$ cat src/rtl/demux1to4_reg32_if.sv
// Producer-side bus of the 1-to-4 holding-register demux: write/release controls in,
// four slot registers and their status out.
interface demux1to4_reg32_if #(
    parameter int WIDTH = 32
);
    logic             WrEn;
    logic             AutoInc;
    logic [1:0]       sel;
    logic [WIDTH-1:0] DataIn;
    logic [3:0]       Clr;
    logic [WIDTH-1:0] DataOut1;
    logic [WIDTH-1:0] DataOut2;
    logic [WIDTH-1:0] DataOut3;
    logic [WIDTH-1:0] DataOut4;
    logic [3:0]       Valid;
    logic [1:0]       WrPtr;
    logic             Full;
    logic             Overrun;

    modport master (
        output WrEn, AutoInc, sel, DataIn, Clr,
        input  DataOut1, DataOut2, DataOut3, DataOut4, Valid, WrPtr, Full, Overrun
    );

    modport slave (
        input  WrEn, AutoInc, sel, DataIn, Clr,
        output DataOut1, DataOut2, DataOut3, DataOut4, Valid, WrPtr, Full, Overrun
    );
endinterface

$ cat src/rtl/demux1to4_reg32.sv
// Steers one shared result bus into one of four holding registers, chosen by an explicit
// select or a round-robin pointer, with per-slot occupancy, release and a sticky overrun flag.
module demux1to4_reg32 #(
    parameter int WIDTH = 32
) (
    input  logic                  CLK,
    input  logic                  Reset,
    demux1to4_reg32_if.slave      bus
);
    logic [WIDTH-1:0] r_data [4];
    logic [3:0]       r_valid;
    logic [1:0]       r_wr_ptr;
    logic             r_overrun;

    logic [1:0]       w_target;
    logic [3:0]       w_wr_onehot;
    logic             w_overwrite;

    // Destination slot and its one-hot write enable, from pre-edge values.
    always_comb begin
        w_target    = 2'd0;
        w_wr_onehot = 4'b0000;
        if (bus.AutoInc) begin
            w_target = r_wr_ptr;
        end else begin
            w_target = bus.sel;
        end
        if (bus.WrEn) begin
            case (w_target)
                2'd0:    w_wr_onehot = 4'b0001;
                2'd1:    w_wr_onehot = 4'b0010;
                2'd2:    w_wr_onehot = 4'b0100;
                2'd3:    w_wr_onehot = 4'b1000;
                default: w_wr_onehot = 4'b0000;
            endcase
        end else begin
            w_wr_onehot = 4'b0000;
        end
    end

    // A slot released on the same edge it is rewritten is not an overrun.
    assign w_overwrite = bus.WrEn & r_valid[w_target] & ~bus.Clr[w_target];

    // Slot data, occupancy, pointer and overrun state.
    always_ff @(posedge CLK) begin
        if (!Reset) begin
            for (int i = 0; i < 4; i++) begin
                r_data[i] <= {WIDTH{1'b0}};
            end
            r_valid   <= 4'b0000;
            r_wr_ptr  <= 2'd0;
            r_overrun <= 1'b0;
        end else begin
            for (int i = 0; i < 4; i++) begin
                if (w_wr_onehot[i]) begin
                    r_data[i] <= bus.DataIn;
                end else begin
                    r_data[i] <= r_data[i];
                end
            end
            // Write wins over release on the same slot.
            r_valid <= (r_valid & ~bus.Clr) | w_wr_onehot;
            if (bus.WrEn && bus.AutoInc) begin
                r_wr_ptr <= r_wr_ptr + 2'd1;
            end else begin
                r_wr_ptr <= r_wr_ptr;
            end
            if (w_overwrite) begin
                r_overrun <= 1'b1;
            end else begin
                r_overrun <= r_overrun;
            end
        end
    end

    assign bus.DataOut1 = r_data[0];
    assign bus.DataOut2 = r_data[1];
    assign bus.DataOut3 = r_data[2];
    assign bus.DataOut4 = r_data[3];
    assign bus.Valid    = r_valid;
    assign bus.WrPtr    = r_wr_ptr;
    assign bus.Full     = &r_valid;
    assign bus.Overrun  = r_overrun;
endmodule

$ cat src/flat_wrapper.sv
// flat-port wrapper written by rule: the top's interface ports become plain ports
module demux1to4_reg32_flat 
#(
    parameter int WIDTH = 32
)
  (CLK, Reset, bus_WrEn, bus_AutoInc, bus_sel, bus_DataIn, bus_Clr, bus_DataOut1, bus_DataOut2, bus_DataOut3, bus_DataOut4, bus_Valid, bus_WrPtr, bus_Full, bus_Overrun);
  demux1to4_reg32_if #(.WIDTH(WIDTH)) bus_i ();
  input  logic CLK;
  input  logic Reset;
  input wire logic [$bits(bus_i.WrEn)-1:0] bus_WrEn;
  input wire logic [$bits(bus_i.AutoInc)-1:0] bus_AutoInc;
  input wire logic [$bits(bus_i.sel)-1:0] bus_sel;
  input wire logic [$bits(bus_i.DataIn)-1:0] bus_DataIn;
  input wire logic [$bits(bus_i.Clr)-1:0] bus_Clr;
  output wire logic [$bits(bus_i.DataOut1)-1:0] bus_DataOut1;
  output wire logic [$bits(bus_i.DataOut2)-1:0] bus_DataOut2;
  output wire logic [$bits(bus_i.DataOut3)-1:0] bus_DataOut3;
  output wire logic [$bits(bus_i.DataOut4)-1:0] bus_DataOut4;
  output wire logic [$bits(bus_i.Valid)-1:0] bus_Valid;
  output wire logic [$bits(bus_i.WrPtr)-1:0] bus_WrPtr;
  output wire logic [$bits(bus_i.Full)-1:0] bus_Full;
  output wire logic [$bits(bus_i.Overrun)-1:0] bus_Overrun;
  assign bus_i.WrEn = bus_WrEn;
  assign bus_i.AutoInc = bus_AutoInc;
  assign bus_i.sel = bus_sel;
  assign bus_i.DataIn = bus_DataIn;
  assign bus_i.Clr = bus_Clr;
  assign bus_DataOut1 = bus_i.DataOut1;
  assign bus_DataOut2 = bus_i.DataOut2;
  assign bus_DataOut3 = bus_i.DataOut3;
  assign bus_DataOut4 = bus_i.DataOut4;
  assign bus_Valid = bus_i.Valid;
  assign bus_WrPtr = bus_i.WrPtr;
  assign bus_Full = bus_i.Full;
  assign bus_Overrun = bus_i.Overrun;
  demux1to4_reg32 #(.WIDTH(WIDTH)) u_core (.CLK(CLK), .Reset(Reset), .bus(bus_i));
endmodule
$ cat config.mk
export PLATFORM = sky130hd
export DESIGN_NAME = demux1to4_reg32_flat
export DESIGN_NICKNAME = d
export VERILOG_FILES = /design/src/rtl/demux1to4_reg32_if.sv /design/src/rtl/demux1to4_reg32.sv /design/src/flat_wrapper.sv
export SDC_FILE = /design/constraint.sdc
export NUM_CORES = 1
export LEC_CHECK = 0
export ABC_CLOCK_PERIOD_IN_PS = 7100
export CORE_AREA = 2 2 106 108
export DETAILED_ROUTE_END_ITERATION = 8
export DIE_AREA = 0 0 108 110
export PLACE_DENSITY = 0.84
export SETUP_SLACK_MARGIN = 0.05
export SLEW_MARGIN = 0
export SYNTH_ARGS = -nofsm -noshare
export SYNTH_HDL_FRONTEND = slang
export SYNTH_SLANG_ARGS = --single-unit
$ cat constraint.sdc
create_clock -name CLK -period 7.1 [get_ports CLK]
set_input_delay 2.13 -clock CLK [delete_from_list [all_inputs] [get_ports CLK]]
set_output_delay 2.13 -clock CLK [all_outputs]
set_load 0.01 [all_outputs]
## Yosys cells after proc, flatten, opt, wreduce, memory -nomap -nowiden

Memory sizes are Yosys's and may differ from the RTL's.
Cells that the tools add are included.

- Output and inout bits: 136
- Memories kept: 1
- Bits of input ports: 42
- Bits in registers: 7
- Memory bits (writable): 128
- Word-level logic and storage cells: 66

Memories:

| memory | depth | width | rd ports | clocked after memory_dff | wr ports | line | source |
|---|---|---|---|---|---|---|---|
| u_core.r_data | 4 | 32 | 4 | 0 | 4 | demux1to4_reg32.sv:10 | `logic [WIDTH-1:0] r_data [4];` |

- Add/sub/neg operators: 1
- Bitwise operators: 14
- Reductions and logical operators: 3
- Muxes and demuxes: 40
- Magnitude comparators: 1
- Eq/ne operators: 3

Operators by type and width:

| operator | number |
|---|---|
| $mux 32 | 8 |
| $mux 1 | 27 |
| $pmux 4 s4 | 1 |
| $or 1x1->1 | 8 |
| $and 4x4->4 | 1 |
| $bmux 1 s2 | 2 |
| $eq 2x2->1 const B | 2 |
| $mux 4 | 1 |
| $not 4->4 | 1 |
| $or 4x4->4 | 1 |
| $reduce_and 4->1 | 1 |
| $lt 2x3->1 const B | 1 |
| $add 2x1->2 const B | 1 |
| $and 1x1->1 | 2 |
| $eq 2x1->1 const B | 1 |
| $logic_not 2->1 | 1 |
| $mux 2 | 1 |
| $logic_and 1x1->1 | 1 |
| $not 1->1 | 1 |

## Depth between registers and ports, before layout

- Depth after elaboration: 9
- Mapped depth: 6
- Gate-level depth less buffers: 4

## Worst setup path before layout

Ideal clock, no wire load.

- Path kind: input to register
- From: input bus_AutoInc
- To: memory u_core.r_data[3][0], enable pin
- Required time: 6711 ps
- Setup slack: 3174 ps
- Stages: 6
- Buffers on the path: 2
- Arrival: 3537 ps
- Cell sequence: buf_6 nand2b_1 nand2_1 nand3_1 buf_2 nand2_1

RTL lines:

| element | line | source |
|---|---|---|
| from (decl) | flat_wrapper.sv:11 | `input wire logic [$bits(bus_i.AutoInc)-1:0] bus_AutoInc;` |
| to (decl) | demux1to4_reg32.sv:10 |  |

==> run summary <==
The number of placement rows is 38. The critical path is of the in2reg type. The area inside the core boundary came out at 10700 um^2.

The register area is around 4000 um^2. The startpoint identified for the worst hold timing path is u_core.bus.Overrun$_SDFFE_PN0P_. The x dimension of the die came out at 108 um. For this run, the top clock speed supported by timing is 231.4 MHz. The number of antenna repair diodes came out at 0. The wire length of the first global-routing pass came out at 17.57 mm. The final weighted congestion of routability-driven global placement is around 0.86. The number of distinct library cells after synthesis came out at 26. The tree is rooted in a sky130_fd_sc_hd__clkbuf_8. The number of port buffers came out at 177. The required arrival time at the worst endpoint is between 7 and 8 ns. Clock tree synthesis found a total of 135 sinks. The clock tree synthesis step divided the H-tree into 4 levels. The total power draw came out at around 2000 uW. Buffers inserted to repair hold after CTS numbered 0. In this run the worst hold path is classified as reg2reg.

The number of global-route vias before repair is 3276. After technology mapping, the gate count stands at 320. Sequential cells were found to cover 77.36% of the synthesized design area. The buffers inserted during post-CTS setup optimization is 0. For the pin with the worst max-slew slack, the measured transition is between 0.9 and 1 ns. The maximum clock path buffer count is 2. During synthesis, Yosys emitted a total of 0 warnings. The number of detailed-route iterations in the first pass is 4. Counting the buffers created by CTS gives 17. The number of synthesized flops with an enable pin came out at 128. STA classifies the critical path startpoint as an input port. The count of final setup violators is 0. The post-cts repair resize count is 0.

The via-per-instance ratio came out at 4.814. The beginning of the critical path is bus_AutoInc. The count of routing violations after the opening detailed-route iteration is 193.

The residual overflow from global routing is 0. Summing all multi-input logic gate instances after layout gives around 1100 um^2. The clock slew at the register clock pins of the worst setup and hold paths is 0.06 ns. The most instantiated flip-flop cell in the synthesis netlist is sky130_fd_sc_hd__edfxtp_1.

The critical path's most frequent cell is sky130_fd_sc_hd__buf_4. The largest individual stage delay along the critical path comes from the cell sky130_fd_sc_hd__clkdlybuf4s50_1. The normalized max-slew margin came out at 36.89%. For this run, design rule violations remaining after detail routing come to 0. The clock period minus final worst setup slack came out at 4.322 ns.

The die covers 11880 um^2. Global routing used between 20% and 30% of the available tracks across all layers. The fraction of registers with async set/reset is 0%. The number of nets in the synthesized netlist is around 360. The leakage power summed over all cells is roughly 0.0027 uW. The highest cell delay on the worst timing path came out at 0.72 ns. The number of filler instances in the final layout is 708. The maximum clock skew at final layout is 0.006000 ns. The proportion of layout cells with a drive suffix above 1 came out at slightly above 7%. The effective utilization at floorplan came out at 48.14%.

The largest net degree at the start of global routing is 109. The largest fanout on the critical path came out at 32. The number of max-slew violations in the final report came out at 0. The flow ran to the end, and the final reports show no timing, DRC or antenna violations. The worst-skew pair later-pin latency came out at 0.51 ns. The peak supply drop is roughly 120 uV. The share of the clock period used by the worst path after layout came out at 60.87%. The number of antenna violations at the first check in global routing is 0. The reported max-cap violation count is 0. The category of the worst setup path capture point is a flip-flop.

The number of antenna-violating nets in the routed design came out at 0. The layout net count came out at between 500 and 600. The synthesized cell area is 5150 um^2. The arrival time of the worst setup path came out at 4.48 ns. The launch point of the worst reg-to-reg path is u_core.bus.WrPtr[1]$_SDFFE_PN0P_.

Setup total negative slack on the finished layout was measured at 0 ns. Power spread over the standard cell area amounts to ~260 nW/um^2. The top-level I/O count is 178. In this run the vertical extent of the chip is roughly 110 um. The critical path goes through clkdlybuf4s50_1 > mux2_2 > nand3_1 > buf_4 > nand2_1 > buf_4.

After detailed routing, the average wire length per cell comes to roughly 18 um. Counting flops and latches in the post-synthesis netlist gives 135. The average footprint of a synthesized cell came out at roughly 16 um^2. The hold violation count in the final report is 0. The via count of the routed design is 3158. TritonCTS built the clock tree. The wire-length estimate of the detail-placed layout is 7.797 mm.

Setup repair after global routing left no endpoint under its margin. The area growth from synthesis to final layout is 47.55%. The overall routed net length is 11.57 mm.
critical path: cells and delay by family:
family | cells | cell delay (ns)
mux | 1 | 0.28
simple gates | 2 | 0.55
buf+inv | 3 | 1.51
flip-flops by register name, summed over array words and instances (netlist names):
| name | count |
|---|---|
| u_core.r_data | 128 |
| u_core.bus.Valid | 4 |
| u_core.bus.WrPtr | 2 |
| u_core.bus.Overrun | 1 |
logic make-up after synthesis:
family                    share of synthesized area (%)
AOI/OAI and AO/OA                                 1.555
xor gates and xnor gates                         0.3402
buffers and inverters                             1.458
DFF                                               77.36
muxes                                             1.239
and+or+nand+nor                                   18.05
worst paths after layout:
kind	slack [ns]	to	cells past startpoint
min	0.48	u_core.bus.Overrun$_SDFFE_PN0P_	1
max reg2reg	4.67	u_core.r_data[3][7]$_SDFFCE_PN0P_	5
max	2.78	u_core.r_data[3][7]$_SDFFCE_PN0P_	6
min reg2reg	0.48	u_core.bus.Overrun$_SDFFE_PN0P_	1
cells in the final DEF (no fill, tap or decap), types with 2 or more instances in the layout:
cell	n
sky130_fd_sc_hd__a21boi_1	3
sky130_fd_sc_hd__a32o_1	2
sky130_fd_sc_hd__and2_1	98
sky130_fd_sc_hd__buf_4	3
sky130_fd_sc_hd__bufinv_16	2
sky130_fd_sc_hd__clkbuf_1	2
sky130_fd_sc_hd__clkbuf_16	16
sky130_fd_sc_hd__clkdlybuf4s50_1	176
sky130_fd_sc_hd__clkinv_1	3
sky130_fd_sc_hd__clkinv_2	2
sky130_fd_sc_hd__clkinvlp_4	3
sky130_fd_sc_hd__dfxtp_1	7
sky130_fd_sc_hd__edfxtp_1	128
sky130_fd_sc_hd__inv_6	2
sky130_fd_sc_hd__mux2i_1	3
sky130_fd_sc_hd__nand2_1	4
sky130_fd_sc_hd__nand2_2	3
sky130_fd_sc_hd__nand2b_1	5
sky130_fd_sc_hd__nand3_1	5
sky130_fd_sc_hd__nor2b_1	33
sky130_fd_sc_hd__xnor2_1	2
power breakdown:
group	internal, uW	switching (uW)
logic	127	102
clock network	496	319
registers	934	18.2
routing by layer:
metal,part of all wire (%),GRT usage (%)
met1,38,23.41
met2,53,35.44
met3,6.6,6.114
met4,1.8,8.608
met5,0,0
synth_stat cells (all sizes together), types with 2 or more instances:
| cell type | n | share of area [%] |
|---|---|---|
| clkbuf | 11 | 0.80 |
| xnor2 | 2 | 0.34 |
| nand2b | 5 | 0.61 |
| nand2 | 7 | 0.51 |
| dfxtp | 7 | 2.7 |
| mux2i | 3 | 0.58 |
| nor2b | 33 | 4.0 |
| nand3 | 5 | 0.49 |
| edfxtp | 128 | 75 |
| a21boi | 4 | 0.58 |
| a32o | 2 | 0.39 |
| and2 | 98 | 12 |
| buf | 5 | 0.66 |
area by class of cell:
class,count,area share [%]
Clock buffer,19,5.549
Clock inverter,13,1.713
Multi-Input combinational cell,169,14.46
Sequential cell,135,52.43
Tap cell,140,2.305
Timing Repair Buffer,180,23.55
metrics by stage:
stage	cell area [um^2]	util (%)	instances	setup slack, ns	hold slack, ns
after global routing	7599	71.03	656	2.541	0.5111
after detailed placement	7047	65.87	624	2.236	0.4612
final	7599	71.03	656	2.778	0.4778
after CTS	7599	71.03	656	2.776	0.4800
after floorplan	5150	-	320	3.174	0.5091
after global placement	7047	65.87	624	2.306	0.4639
Note: power is estimated with default switching activity, not from simulation.
